File: src/rtl/lsu_master_if.sv
// Command/response handshake plus byte-wide lsu bus for lsu_master.
// The master modport is the sequencer view; slave is the core + lsu side.
interface lsu_master_if #(
    parameter int unsigned AW = 16,
    parameter int unsigned DW = 8
);
    logic            cmd_valid;
    logic            cmd_ready;
    logic [1:0]      cmd_op;
    logic            cmd_wide;
    logic [AW-1:0]   cmd_addr;
    logic [2*DW-1:0] cmd_wdata;
    logic            resp_valid;
    logic            resp_ready;
    logic [2*DW-1:0] resp_rdata;
    logic            resp_err;
    logic [AW-1:0]   a;
    logic [DW-1:0]   d;
    logic            re;
    logic            we;
    logic            sp_en;
    logic            sp_we;
    logic            sp_d;
    logic [AW-1:0]   sp_q;
    logic [DW-1:0]   q;

    modport master (
        input  cmd_valid, cmd_op, cmd_wide, cmd_addr, cmd_wdata, resp_ready, sp_q, q,
        output cmd_ready, resp_valid, resp_rdata, resp_err, a, d, re, we, sp_en, sp_we, sp_d
    );

    modport slave (
        output cmd_valid, cmd_op, cmd_wide, cmd_addr, cmd_wdata, resp_ready, sp_q, q,
        input  cmd_ready, resp_valid, resp_rdata, resp_err, a, d, re, we, sp_en, sp_we, sp_d
    );
endinterface

File: src/rtl/lsu_master.sv
// Splits 8/16-bit LOAD/STORE/PUSH/POP commands into byte transactions on the lsu.
// Define LSU_MASTER_ALIGN_CHK_EN to reject odd-aligned wide accesses with resp_err.
module lsu_master #(
    parameter int unsigned RD_LAT = 1,
    parameter int unsigned AW     = 16,
    parameter int unsigned DW     = 8
) (
    input logic         clk,
    input logic         rst,
    lsu_master_if.master bus
);
    typedef enum logic [2:0] {IDLE, SPUP, XFER, WAIT, RESP} state_t;
    typedef enum logic [1:0] {OP_LOAD, OP_STORE, OP_PUSH, OP_POP} op_t;

    localparam logic [1:0] WLAST = 2'(RD_LAT - 1);

    state_t          state_q, state_d;
    op_t             op_q, op_d;
    logic            wide_q, wide_d;
    logic [AW-1:0]   addr_q, addr_d;
    logic [2*DW-1:0] wdata_q, wdata_d;
    logic [2*DW-1:0] rdata_q, rdata_d;
    logic            err_q, err_d;
    logic            n_q, n_d;
    logic [1:0]      wcnt_q, wcnt_d;

    logic            last;
    logic            is_stack;
    logic            is_read;
    logic            wbyte_hi;
    logic            misalign;

`ifdef LSU_MASTER_ALIGN_CHK_EN
    assign misalign = bus.cmd_wide & (bus.cmd_op[1] ? bus.sp_q[0] : bus.cmd_addr[0]);
`else
    assign misalign = 1'b0;
`endif

    assign last     = (n_q == wide_q);
    assign is_stack = op_q[1];
    assign is_read  = (op_q == OP_LOAD) || (op_q == OP_POP);
    // PUSH sends the high byte first so the low byte lands at the lower address
    assign wbyte_hi = (op_q == OP_PUSH) ? (wide_q & ~n_q) : n_q;

    always_ff @(posedge clk or negedge rst) begin
        if (!rst) begin
            state_q <= IDLE;
            op_q    <= OP_LOAD;
            wide_q  <= 1'b0;
            addr_q  <= '0;
            wdata_q <= '0;
            rdata_q <= '0;
            err_q   <= 1'b0;
            n_q     <= 1'b0;
            wcnt_q  <= '0;
        end else begin
            state_q <= state_d;
            op_q    <= op_d;
            wide_q  <= wide_d;
            addr_q  <= addr_d;
            wdata_q <= wdata_d;
            rdata_q <= rdata_d;
            err_q   <= err_d;
            n_q     <= n_d;
            wcnt_q  <= wcnt_d;
        end
    end

    always_comb begin
        state_d        = state_q;
        op_d           = op_q;
        wide_d         = wide_q;
        addr_d         = addr_q;
        wdata_d        = wdata_q;
        rdata_d        = rdata_q;
        err_d          = err_q;
        n_d            = n_q;
        wcnt_d         = wcnt_q;
        bus.cmd_ready  = 1'b0;
        bus.resp_valid = 1'b0;
        bus.re         = 1'b0;
        bus.we         = 1'b0;
        bus.sp_we      = 1'b0;
        bus.sp_d       = 1'b0;
        bus.a          = '0;
        bus.d          = '0;

        unique case (state_q)
            IDLE: begin
                bus.cmd_ready = 1'b1;
                if (bus.cmd_valid) begin
                    op_d    = op_t'(bus.cmd_op);
                    wide_d  = bus.cmd_wide;
                    addr_d  = bus.cmd_addr;
                    wdata_d = bus.cmd_wdata;
                    rdata_d = '0;
                    err_d   = misalign;
                    n_d     = 1'b0;
                    wcnt_d  = '0;
                    if (misalign)
                        state_d = RESP;
                    else if (op_t'(bus.cmd_op) == OP_POP)
                        state_d = SPUP;
                    else
                        state_d = XFER;
                end
            end
            XFER: begin
                bus.a = is_stack ? bus.sp_q : addr_q + {{(AW-1){1'b0}}, n_q};
                if (is_read) begin
                    bus.re  = 1'b1;
                    wcnt_d  = '0;
                    state_d = WAIT;
                end else begin
                    bus.we = 1'b1;
                    bus.d  = wbyte_hi ? wdata_q[2*DW-1:DW] : wdata_q[DW-1:0];
                    if (op_q == OP_PUSH) begin
                        state_d = SPUP;
                    end else if (last) begin
                        state_d = RESP;
                    end else begin
                        n_d     = 1'b1;
                        state_d = XFER;
                    end
                end
            end
            WAIT: begin
                if (wcnt_q == WLAST) begin
                    if (n_q)
                        rdata_d[2*DW-1:DW] = bus.q;
                    else
                        rdata_d[DW-1:0] = bus.q;
                    if (last) begin
                        state_d = RESP;
                    end else begin
                        n_d     = 1'b1;
                        state_d = (op_q == OP_POP) ? SPUP : XFER;
                    end
                end else begin
                    wcnt_d = wcnt_q + 2'd1;
                end
            end
            SPUP: begin
                bus.sp_we = 1'b1;
                bus.sp_d  = (op_q == OP_POP);
                if (op_q == OP_POP) begin
                    state_d = XFER;
                end else if (last) begin
                    state_d = RESP;
                end else begin
                    n_d     = 1'b1;
                    state_d = XFER;
                end
            end
            RESP: begin
                bus.resp_valid = 1'b1;
                if (bus.resp_ready)
                    state_d = IDLE;
            end
            default: state_d = IDLE;
        endcase
    end

    assign bus.sp_en      = is_stack & (state_q != IDLE) & ~err_q;
    assign bus.resp_rdata = rdata_q;
    assign bus.resp_err   = err_q;
endmodule

File: src/flat_wrapper.sv
// flat-port wrapper written by rule: the top's interface ports become plain ports
module lsu_master_flat 
#(
    parameter int unsigned RD_LAT = 1,
    parameter int unsigned AW     = 16,
    parameter int unsigned DW     = 8
)
  (clk, rst, bus_cmd_valid, bus_cmd_op, bus_cmd_wide, bus_cmd_addr, bus_cmd_wdata, bus_resp_ready, bus_sp_q, bus_q, bus_cmd_ready, bus_resp_valid, bus_resp_rdata, bus_resp_err, bus_a, bus_d, bus_re, bus_we, bus_sp_en, bus_sp_we, bus_sp_d);
  lsu_master_if #(.AW(AW), .DW(DW)) bus_i ();
  input logic clk;
  input logic rst;
  input wire logic [$bits(bus_i.cmd_valid)-1:0] bus_cmd_valid;
  input wire logic [$bits(bus_i.cmd_op)-1:0] bus_cmd_op;
  input wire logic [$bits(bus_i.cmd_wide)-1:0] bus_cmd_wide;
  input wire logic [$bits(bus_i.cmd_addr)-1:0] bus_cmd_addr;
  input wire logic [$bits(bus_i.cmd_wdata)-1:0] bus_cmd_wdata;
  input wire logic [$bits(bus_i.resp_ready)-1:0] bus_resp_ready;
  input wire logic [$bits(bus_i.sp_q)-1:0] bus_sp_q;
  input wire logic [$bits(bus_i.q)-1:0] bus_q;
  output wire logic [$bits(bus_i.cmd_ready)-1:0] bus_cmd_ready;
  output wire logic [$bits(bus_i.resp_valid)-1:0] bus_resp_valid;
  output wire logic [$bits(bus_i.resp_rdata)-1:0] bus_resp_rdata;
  output wire logic [$bits(bus_i.resp_err)-1:0] bus_resp_err;
  output wire logic [$bits(bus_i.a)-1:0] bus_a;
  output wire logic [$bits(bus_i.d)-1:0] bus_d;
  output wire logic [$bits(bus_i.re)-1:0] bus_re;
  output wire logic [$bits(bus_i.we)-1:0] bus_we;
  output wire logic [$bits(bus_i.sp_en)-1:0] bus_sp_en;
  output wire logic [$bits(bus_i.sp_we)-1:0] bus_sp_we;
  output wire logic [$bits(bus_i.sp_d)-1:0] bus_sp_d;
  assign bus_i.cmd_valid = bus_cmd_valid;
  assign bus_i.cmd_op = bus_cmd_op;
  assign bus_i.cmd_wide = bus_cmd_wide;
  assign bus_i.cmd_addr = bus_cmd_addr;
  assign bus_i.cmd_wdata = bus_cmd_wdata;
  assign bus_i.resp_ready = bus_resp_ready;
  assign bus_i.sp_q = bus_sp_q;
  assign bus_i.q = bus_q;
  assign bus_cmd_ready = bus_i.cmd_ready;
  assign bus_resp_valid = bus_i.resp_valid;
  assign bus_resp_rdata = bus_i.resp_rdata;
  assign bus_resp_err = bus_i.resp_err;
  assign bus_a = bus_i.a;
  assign bus_d = bus_i.d;
  assign bus_re = bus_i.re;
  assign bus_we = bus_i.we;
  assign bus_sp_en = bus_i.sp_en;
  assign bus_sp_we = bus_i.sp_we;
  assign bus_sp_d = bus_i.sp_d;
  lsu_master #(.RD_LAT(RD_LAT), .AW(AW), .DW(DW)) u_core (.clk(clk), .rst(rst), .bus(bus_i));
endmodule
File: config.mk
export PLATFORM = sky130hd
export DESIGN_NAME = lsu_master_flat
export DESIGN_NICKNAME = d
export VERILOG_FILES = /design/src/rtl/lsu_master_if.sv /design/src/rtl/lsu_master.sv /design/src/flat_wrapper.sv
export SDC_FILE = /design/constraint.sdc
export NUM_CORES = 1
export LEC_CHECK = 0
export ABC_AREA = 1
export CAP_MARGIN = 5
export CELL_PAD_IN_SITES_DETAIL_PLACEMENT = 0
export CELL_PAD_IN_SITES_GLOBAL_PLACEMENT = 1
export CORE_AREA = 2 2 102 104
export CTS_CLUSTER_DIAMETER = 200
export DETAILED_ROUTE_END_ITERATION = 8
export DIE_AREA = 0 0 104 106
export PLACE_DENSITY = 0.83
export RECOVER_POWER = 100
export SLEW_MARGIN = 20
export SYNTH_ARGS = -nofsm -noshare
export SYNTH_HDL_FRONTEND = slang
export SYNTH_SLANG_ARGS = --single-unit
File: constraint.sdc
create_clock -name clk -period 5.6 [get_ports clk]
set_clock_uncertainty 0.2 [all_clocks]
set_input_delay 1.12 -clock clk [delete_from_list [all_inputs] [get_ports clk]]
set_output_delay 1.12 -clock clk [all_outputs]
set_load 0.1 [all_outputs]
==> run metrics, run 1 <==
gr usage total=17.55%; post-synthesis xor/xnor area fraction=1.287%; CTS root buf=clkbuf_8; Vias=3300; Yosys Warn Count=0; routed vias/inst=4.545; first-pass iteration count of the detailed router=4; CP max FO=16; CP Data Required Time=4.28 ns; Avg Inst Size Synth=7.044 um2; clk_lat worst skew=0.35 ns; Max Slew Vio Count=130; Filler Cell Count=1043; endpoints failing hold=0; crit path kind=register to primary output; I/O pin total=111; Tmin final=4.708 ns; Pwr Total=3.045 mW; first-pass GRT wire length=15510 um; CTS hold repair buffers=0; cts bufs inserted=9; Final nets=655; status=finished with violations; failing checks=capacitance limit, slew limit; GP Congestion=0.8275; worst slew pin tran=3.105 ns; Post-synth top cells=133 x nand2_1, 66 x nor2_1, 57 x dfrtp_1, 57 x inv_1, 40 x o21ai_0; Simple-Gate Fraction of Synth Area=31.74%; DRT iter0 DRCs=169; HP Class=register to register; MaxCap Viol Count=3; VDD IR max=0.0003221 V; Primary FF master, synth=dfrtp_1; Seq/Total Area, Yosys=41.93%; post-DP HPWL=6623 um; Critical R2R Launch=u_core.state_q[1]; Synth Area in Adders=2.574%; number of remaining DRC errors=0; Reg clk slew, reported paths=0.07 ns; largest net degree at the start of global routing=58; area grow syn2layout=38.32%; number of enable flip-flop cells after synthesis=0; Sink Count=57; Bufs on Longest Clock Path=2; final wirelength=9261 um; Site Rows=37; crit path to=bus_d[0]; H-tree Lvls=3; Setup Fix Bufs, Post-CTS=0; initial core utilization=34.02%; largest family of logic cells by synthesized area=simple AND/OR/NAND/NOR gates; pre-CTS setup slack=1.224 ns; Compound-Gate Fraction of Synth Area=12.36%; setup TNS=0 ns; core area=10000 um2; Arr. time, crit path=3.39 ns; RSZ-0062 raised after global routing=false; count leader, synth=nand2_1; P per Cell Area=647.1 nW/um2; Syn Inst Count=483; share of layout cells above drive strength 1=6.441%; die area=11020 um2; top-area cell type share of the netlist area=41.93%; critical path launch point type=register; port bufs=109; diode count=0; TritonCTS clock tree=done; fin crit share=84.07%; FMAX=0.2124 GHz; leakage=2.556 nW; mapped cell area=3402 um2; Avg WL per Cell=12.76 um; Mapped Nets=553; Synth Register Bits=57; Async S/R FF share, synth=100.0%; GRT Residual Overflow=0; Distinct cells, synth=30; die width=104 um; antenna-violating nets left=0; R2R Path End=u_core.addr_q[11]; area leader, netlist=dfrtp_1; final setup margin=0.8919 ns; setup slack, reg-to-reg=2.68 ns; Critical Path Source=u_core.op_q[1]; Synth area leaders=dfrtp_1 42%, nand2_1 15%, nor2_1 7.3%; R2R depth=6; Slew headroom=-107.0%; vias in the first global route=3273; post-synthesis mux area share=0%; crit end category=primary output; post-CTS resize count=0; initial antenna violation count=0; Final Util=47.06%; height of the die=106 um; final setup vio count=0
kinds of logic after synthesis:
kind of cell,after synthesis
buffers and inverters,81
AOI/OAI and AO/OA,78
xor gates and xnor gates,5
DFF,57
other,1
and+or+nand+nor,254
adders and majority gates,7
power breakdown:
group | internal (mW) | total [mW] | leakage, nW | switching (mW)
registers | 0.573 | 0.697 | 0.707 | 0.124
logic | 0.428 | 1.94 | 1.75 | 1.52
clock network | 0.230 | 0.405 | 0.103 | 0.175
stage by stage:
stage	std cells	instance area, um2	hold WS (ns)
6_report	726	4706	0.2708
5_1_grt	726	4706	0.2893
4_1_cts	726	4747	0.2719
3_5_place_dp	710	4541	0.2532
3_3_place_gp	710	4541	0.2518
2_1_floorplan	483	3402	0.2367
area by class of cell:
type	count	area, um2	share of cell area (%)
Multi-Input combinational cell	345	1615	34.33
Inverter	62	235.2	4.999
Clock inverter	4	51.30	1.090
Tap cell	136	170.2	3.616
Clock buffer	12	155.1	3.297
Timing Repair Buffer	110	1052	22.36
Sequential cell	57	1426	30.31
sequential cells by signal (all words and copies together), names as in the netlist:
register               count
u_core.addr_q             16
u_core.bus.resp_rdata     16
u_core.wdata_q            16
u_core.state_q             3
u_core.op_q                2
u_core.wcnt_q              2
u_core.n_q                 1
u_core.wide_q              1
worst min path at each step:
| stage | from | end | slack [ns] | depth (start not counted) |
|---|---|---|---|---|
| after CTS | u_core.wdata_q[14] | u_core.wdata_q[14] | 0.27 | 2 |
| after global placement | u_core.wdata_q[8] | u_core.wdata_q[8] | 0.25 | 2 |
| final | u_core.wdata_q[13] | u_core.wdata_q[13] | 0.27 | 2 |
| after detailed placement | u_core.wdata_q[14] | u_core.wdata_q[14] | 0.25 | 2 |
| after global routing | u_core.wdata_q[14] | u_core.wdata_q[14] | 0.29 | 2 |
| after floorplan | u_core.wdata_q[10] | u_core.wdata_q[10] | 0.24 | 2 |
critical path, cell delays in order, from the launching register on:
cell and delay, ns:
dfrtp_1 0.54, ha_1 0.26, inv_1 0.07, o21ai_0 1.20
o21ai_0 0.25, a21oi_1 0.21, clkbuf_2 0.49
layout by cell type (no fill, tap or decap), drive strengths merged, types with 2 or more instances in the layout:
| master | count |
|---|---|
| a21oi | 31 |
| clkbuf | 20 |
| o21ai | 44 |
| nand3b | 2 |
| clkdlybuf4s50 | 60 |
| dfrtp | 57 |
| dlygate4sd3 | 40 |
| clkinv | 2 |
| inv | 62 |
| xor2 | 4 |
| o211ai | 2 |
| ha | 7 |
| nand2 | 138 |
| buf | 2 |
| nor2 | 71 |
| nand4 | 5 |
| nand3 | 37 |
routing by layer:
metal	up-vias	global-route usage, %	wire (um)
li1	1724	-	-
met5	-	0	0
met2	91	28.85	4288
met4	0	6.950	126
met3	9	4.108	545
met1	1476	22.40	4300
No activity file was read; power rests on OpenSTA's default activity.
==> inputs of run 2 (changes only) <==
- CORE_AREA: 2 2 102 104 -> 2 2 112 114
- DIE_AREA: 0 0 104 106 -> 0 0 114 116
- PLACE_DENSITY: 0.83 -> 0.73
- clock period: 5.6 -> 3.81 ns (I/O delays scaled with it)
==> run 2 against run 1 <==
Compared with the run above:
- the run still ends with capacitance limit, slew limit left
- utilization down 6.3 points
- design area up 3.2%
- clock power up 96%
- worst hold slack worse by 0.0059 ns
- worst setup slack worse by 0.48 ns
- power up 58%
==> run metrics, run 2 (same netlist as run 1, synthesis figures left out) <==
Avg WL per Cell=13.39 um (was 12.76 um); HP Class=register to register (unchanged); vias in the first global route=3266 (was 3273); R2R Path End=u_core.addr_q[11] (unchanged); Bufs on Longest Clock Path=2 (unchanged); Cell Count, Final, Fillers Out=741 (was 726); Max Slew Vio Count=36 (was 130); setup TNS=0 ns (unchanged); die area=13220 um2 (was 11020 um2); I/O pin total=111 (unchanged); RSZ-0062 raised after global routing=false (unchanged); height of the die=116 um (was 106 um); Reg clk slew, reported paths=0.05 ns (was 0.07 ns); Slew headroom=-27.11% (was -107.0%); hold path start=u_core.wdata_q[15] (was u_core.wdata_q[13]); crit path to=bus_a[10] (was bus_d[0]); clk_lat worst skew=0.32 ns (was 0.35 ns); endpoints failing hold=0 (unchanged); initial core utilization=28.56% (was 34.02%); P per Cell Area=990.8 nW/um2 (was 647.1 nW/um2); crit end category=primary output (unchanged); Site Rows=40 (was 37); status=finished with violations (unchanged); CP max FO=9 (was 16); die width=114 um (was 104 um); Final nets=660 (was 655); crit path kind=register to primary output (unchanged); most used cell along the critical path=nand2_1 (was o21ai_0); area grow syn2layout=42.77% (was 38.32%); Filler Cell Count=1269 (was 1043); diode count=0 (unchanged); DRT iter0 DRCs=98 (was 169); critical path launch point type=register (unchanged); Arr. time, crit path=2.43 ns (was 3.39 ns); CTS root buf=clkbuf_16 (was clkbuf_8); post-CTS resize count=0 (unchanged); most frequent cells in the layout=134 x nand2_1, 68 x nor2_1, 60 x clkdlybuf4s50_1 (was 135 x nand2_1, 68 x nor2_1, 60 x clkdlybuf4s50_1); setup slack, reg-to-reg=1.05 ns (was 2.68 ns); worst slew pin tran=1.907 ns (was 3.105 ns); gr usage total=15.31% (was 17.55%); post-DP HPWL=7357 um (was 6623 um); Critical Path Source=u_core.n_q (was u_core.op_q[1]); final wirelength=9920 um (was 9261 um); largest net degree at the start of global routing=55 (was 58); cts bufs inserted=9 (unchanged); DP Area=4669 um2 (was 4541 um2); number of remaining DRC errors=0 (unchanged); core area=11910 um2 (was 10000 um2); Vias=3378 (was 3300); commonest non-fill, non-tap cell in the layout=nand2_1 (unchanged); MaxCap Viol Count=1 (was 3); initial antenna violation count=0 (unchanged); final setup vio count=0 (unchanged); CP Data Required Time=2.85 ns (was 4.28 ns); first-pass iteration count of the detailed router=4 (unchanged); slowest stage delay, CP=0.47 ns (was 1.20 ns); antenna-violating nets left=0 (unchanged); CP max-delay cell=clkbuf_2 (was o21ai_0); failing checks=capacitance limit, slew limit (unchanged); Tmin final=3.395 ns; CTS hold repair buffers=0 (unchanged); TritonCTS clock tree=done (unchanged); fin crit share=89.10%; dpl cells=726 (was 710); port bufs=109 (unchanged); FMAX=0.2946 GHz; R2R depth=6 (unchanged); leakage=2.596 nW (was 2.556 nW); Setup Fix Bufs, Post-CTS=0 (unchanged); GRT Residual Overflow=0 (unchanged); crit-path cells=ha_1 -> ha_1 -> nand3_1 -> nor2_2 -> nand2_1 -> nand2_1 -> nand2_1 -> a21oi_1 -> clkbuf_2 (was ha_1 -> inv_1 -> o21ai_0 -> o21ai_0 -> a21oi_1 -> clkbuf_2); Critical R2R Launch=u_core.state_q[1] (unchanged); first-pass GRT wire length=15960 um (was 15510 um); share of layout cells above drive strength 1=10.61% (was 6.441%); Sink Count=57 (unchanged); VDD IR max=0.0005901 V (was 0.0003221 V); H-tree Lvls=3 (unchanged); Design Area, Final=4857 um2 (was 4706 um2); routed vias/inst=4.559 (was 4.545); GP Congestion=0.8422 (was 0.8275)
## run 2: cell type report
cell class | count | area (um2) | area share (%)
clock inverters | 5 | 56.30 | 1.159
repair buffers | 115 | 1086 | 22.36
flip-flops and latches | 57 | 1426 | 29.37
clock buffers | 10 | 239.0 | 4.920
inverters | 62 | 235.2 | 4.843
well taps | 147 | 183.9 | 3.787
multi-input cells | 345 | 1630 | 33.57
## run 2: worst min-delay path by stage
stage / depth (start not counted) / endpoint
after floorplan: 2 / u_core.wdata_q[10]
after global placement: 2 / u_core.wdata_q[15]
after detailed placement: 2 / u_core.wdata_q[15]
after CTS: 2 / u_core.wdata_q[15]
after global routing: 2 / u_core.wdata_q[10]
final: 2 / u_core.wdata_q[15]
## run 2: through the flow
step | power, mW | hold WS [ns] | setup WS, ns | util, %
2_1_floorplan | 3.376 | 0.2367 | 0.07078 | -
3_3_place_gp | 4.161 | 0.2505 | 0.9363 | 39.20
3_5_place_dp | 4.182 | 0.2533 | 0.9094 | 39.20
4_1_cts | 4.999 | 0.2665 | 0.5693 | 41.68
5_1_grt | 5.151 | 0.2916 | 0.2131 | 40.78
6_report | 4.813 | 0.2649 | 0.4154 | 40.78
## run 2: routing by layer
layer	up-vias	track usage [%]	part of all wire, %
met2	88	24.33	45
met3	8	4.550	6.6
met1	1547	19.86	47
met4	0	5.528	1.3
met5	-	0	0
li1	1735	-	-
## run 2: critical path: cells and delay by family (launching register included)
kind,cells,cell delay [ns]
and+or+nand+nor,5,0.63
buffers and inverters,1,0.47
adders and majority gates,2,0.46
DFF,1,0.43
AOI/OAI and AO/OA,1,0.12
## run 2: power breakdown
part | switching (mW) | internal [mW] | leakage (nW)
logic | 2.30 | 0.691 | 1.74
registers | 0.188 | 0.843 | 0.707
clock network | 0.274 | 0.518 | 0.144
total | 2.76 | 2.05 | 2.60
==> inputs of run 3 (changes only) <==
- RECOVER_POWER: 100 -> 25
==> run 3 against run 2 <==
Compared with the run above:
- the flow still finishes with violations (capacitance limit, slew limit)
- worst hold slack lost 0.0024 ns
- combinational power grew 5%
- design area grew 2.1%
- critical path type unchanged
- highest routed layer unchanged
==> run metrics, run 3 (same netlist as run 1, synthesis figures left out) <==
setup slack, reg-to-reg=1.36 ns (was 1.05 ns); HP Class=register to register (unchanged); initial antenna violation count=0 (unchanged); port bufs=109 (unchanged); diode count=0 (unchanged); post-CTS resize count=0 (unchanged); Vias=3379 (was 3378); CTS hold repair buffers=0 (unchanged); final setup vio count=0 (unchanged); slowest stage delay, CP=0.43 ns (was 0.47 ns); RSZ-0062 raised after global routing=false (unchanged); R2R depth=6 (unchanged); core area=11910 um2 (unchanged); MaxCap Viol Count=1 (unchanged); crit-path cells=ha_1 -> ha_1 -> nand3_1 -> nor2_2 -> nand2_1 -> nand2_1 -> nand2_1 -> a21oi_1 -> buf_4 (was ha_1 -> ha_1 -> nand3_1 -> nor2_2 -> nand2_1 -> nand2_1 -> nand2_1 -> a21oi_1 -> clkbuf_2); clk_lat worst skew=0.32 ns (about the same); Pwr Total=4.951 mW (was 4.813 mW); Tmin final=3.240 ns (was 3.395 ns); share of layout cells above drive strength 1=13.13% (was 10.61%); GP Congestion=0.8422 (unchanged); area grow syn2layout=45.83% (was 42.77%); WHS Path Cells=2 (unchanged); post-DP HPWL=7357 um (unchanged); Design Area, Final=4961 um2 (was 4857 um2); cts bufs inserted=9 (unchanged); Avg WL per Cell=13.39 um (unchanged); status=finished with violations (unchanged); crit end category=primary output (unchanged); crit path kind=register to primary output (unchanged); leakage=2.574 nW (was 2.596 nW); dpl cells=726 (unchanged); I/O pin total=111 (unchanged); endpoints failing hold=0 (unchanged); first-pass iteration count of the detailed router=4 (unchanged); hold path start=u_core.wdata_q[15] (unchanged); first-pass GRT wire length=15960 um (unchanged); final wirelength=9920 um (unchanged); FMAX=0.3086 GHz (was 0.2946 GHz); gr usage total=15.31% (unchanged); CP max FO=9 (unchanged); worst slew pin tran=1.907 ns (about the same); setup TNS=0 ns (unchanged); VDD IR max=0.0006115 V (was 0.0005901 V); Critical Path Source=u_core.n_q (unchanged); antenna-violating nets left=0 (unchanged); TritonCTS clock tree=done (unchanged); Critical R2R Launch=u_core.state_q[1] (unchanged); GRT Residual Overflow=0 (unchanged); routed vias/inst=4.560 (was 4.559); commonest non-fill, non-tap cell in the layout=nand2_1 (unchanged); Final nets=660 (unchanged); die area=13220 um2 (unchanged); most used cell along the critical path=nand2_1 (unchanged); CP Data Required Time=2.85 ns (about the same); Final Util=41.65% (was 40.78%); largest net degree at the start of global routing=55 (unchanged); Setup Fix Bufs, Post-CTS=0 (unchanged); vias in the first global route=3266 (unchanged); Cell Count, Final, Fillers Out=741 (unchanged); Arr. time, crit path=2.28 ns (was 2.43 ns); Reg clk slew, reported paths=0.05 ns (about the same); height of the die=116 um (unchanged); R2R Path End=u_core.addr_q[11] (unchanged); Sink Count=57 (unchanged); number of remaining DRC errors=0 (unchanged); die width=114 um (unchanged); DRT iter0 DRCs=94 (was 98); Bufs on Longest Clock Path=2 (unchanged); worst hold endpoint=u_core.wdata_q[15] (unchanged); Slew headroom=-27.10% (was -27.11%); DP Area=4669 um2 (unchanged); P per Cell Area=998.0 nW/um2 (was 990.8 nW/um2); fin crit share=85.04% (was 89.10%); Site Rows=40 (unchanged); failing checks=capacitance limit, slew limit (unchanged); H-tree Lvls=3 (unchanged); most frequent cells in the layout=133 x nand2_1, 77 x clkdlybuf4s50_1, 66 x nor2_1 (was 134 x nand2_1, 68 x nor2_1, 60 x clkdlybuf4s50_1); CTS root buf=clkbuf_16 (unchanged); initial core utilization=28.56% (unchanged); Filler Cell Count=1242 (was 1269); CP max-delay cell=dfrtp_1 (was clkbuf_2); Max Slew Vio Count=36 (unchanged); critical path launch point type=register (unchanged)
run 3: changes by cell type in the layout (fill, tap and decap cells not counted), sizes merged:
cell / change
buf: +23
clkbuf: -23
clkdlybuf4s50: +17
dlygate4sd3: -17
run 3: per-layer routing:
| metal | up-vias | routed length [um] | share of wire [%] | global-route usage (%) |
|---|---|---|---|---|
| li1 | 1736 | - | - | - |
| met1 | 1540 | 4645 | 47 | 19.86 |
| met2 | 90 | 4447 | 45 | 24.33 |
| met3 | 13 | 669 | 6.7 | 4.550 |
| met4 | 0 | 157 | 1.6 | 5.528 |
| met5 | - | 0 | 0 | 0 |
run 3: worst max-delay path, delay by kind of cell, from the launching register on:
kind | cells | cell delay [ns]
flops | 1 | 0.43
simple gates | 5 | 0.63
buf+inv | 1 | 0.31
compound gates | 1 | 0.13
fa+ha+maj | 2 | 0.45
run 3: worst max-delay path by stage:
stage | to | slack, ns | cells past startpoint
final | bus_a[10] | 0.57 | 9
after global routing | bus_a[14] | 0.38 | 9
after CTS | bus_a[6] | 0.57 | 8
after detailed placement | bus_a[6] | 0.91 | 8
after global placement | bus_a[10] | 0.94 | 9
after floorplan | bus_a[10] | 0.07 | 8
run 3: report_power, final:
group	internal, mW	switching, mW	leakage, nW
clock network	0.518	0.275	0.144
logic	0.786	2.34	1.72
registers	0.843	0.189	0.707
run 3: per-stage QoR:
stage	hold WS, ns	worst slack, ns
final	0.2625	0.5700
after global routing	0.2916	0.3765
after CTS	0.2665	0.5693
after detailed placement	0.2533	0.9094
after global placement	0.2505	0.9363
after floorplan	0.2367	0.07078
run 3: final cells by class:
type                       instances  area, um2  share of cell area [%]
sequential                        57       1426                   28.75
clock inverter                     5      56.30                   1.135
clock buffer                      10      239.0                   4.817
inverter                          62      235.2                   4.741
multi-input combinational        345       1670                   33.67
timing repair buffer             115       1150                   23.18
tap                              147      183.9                   3.707
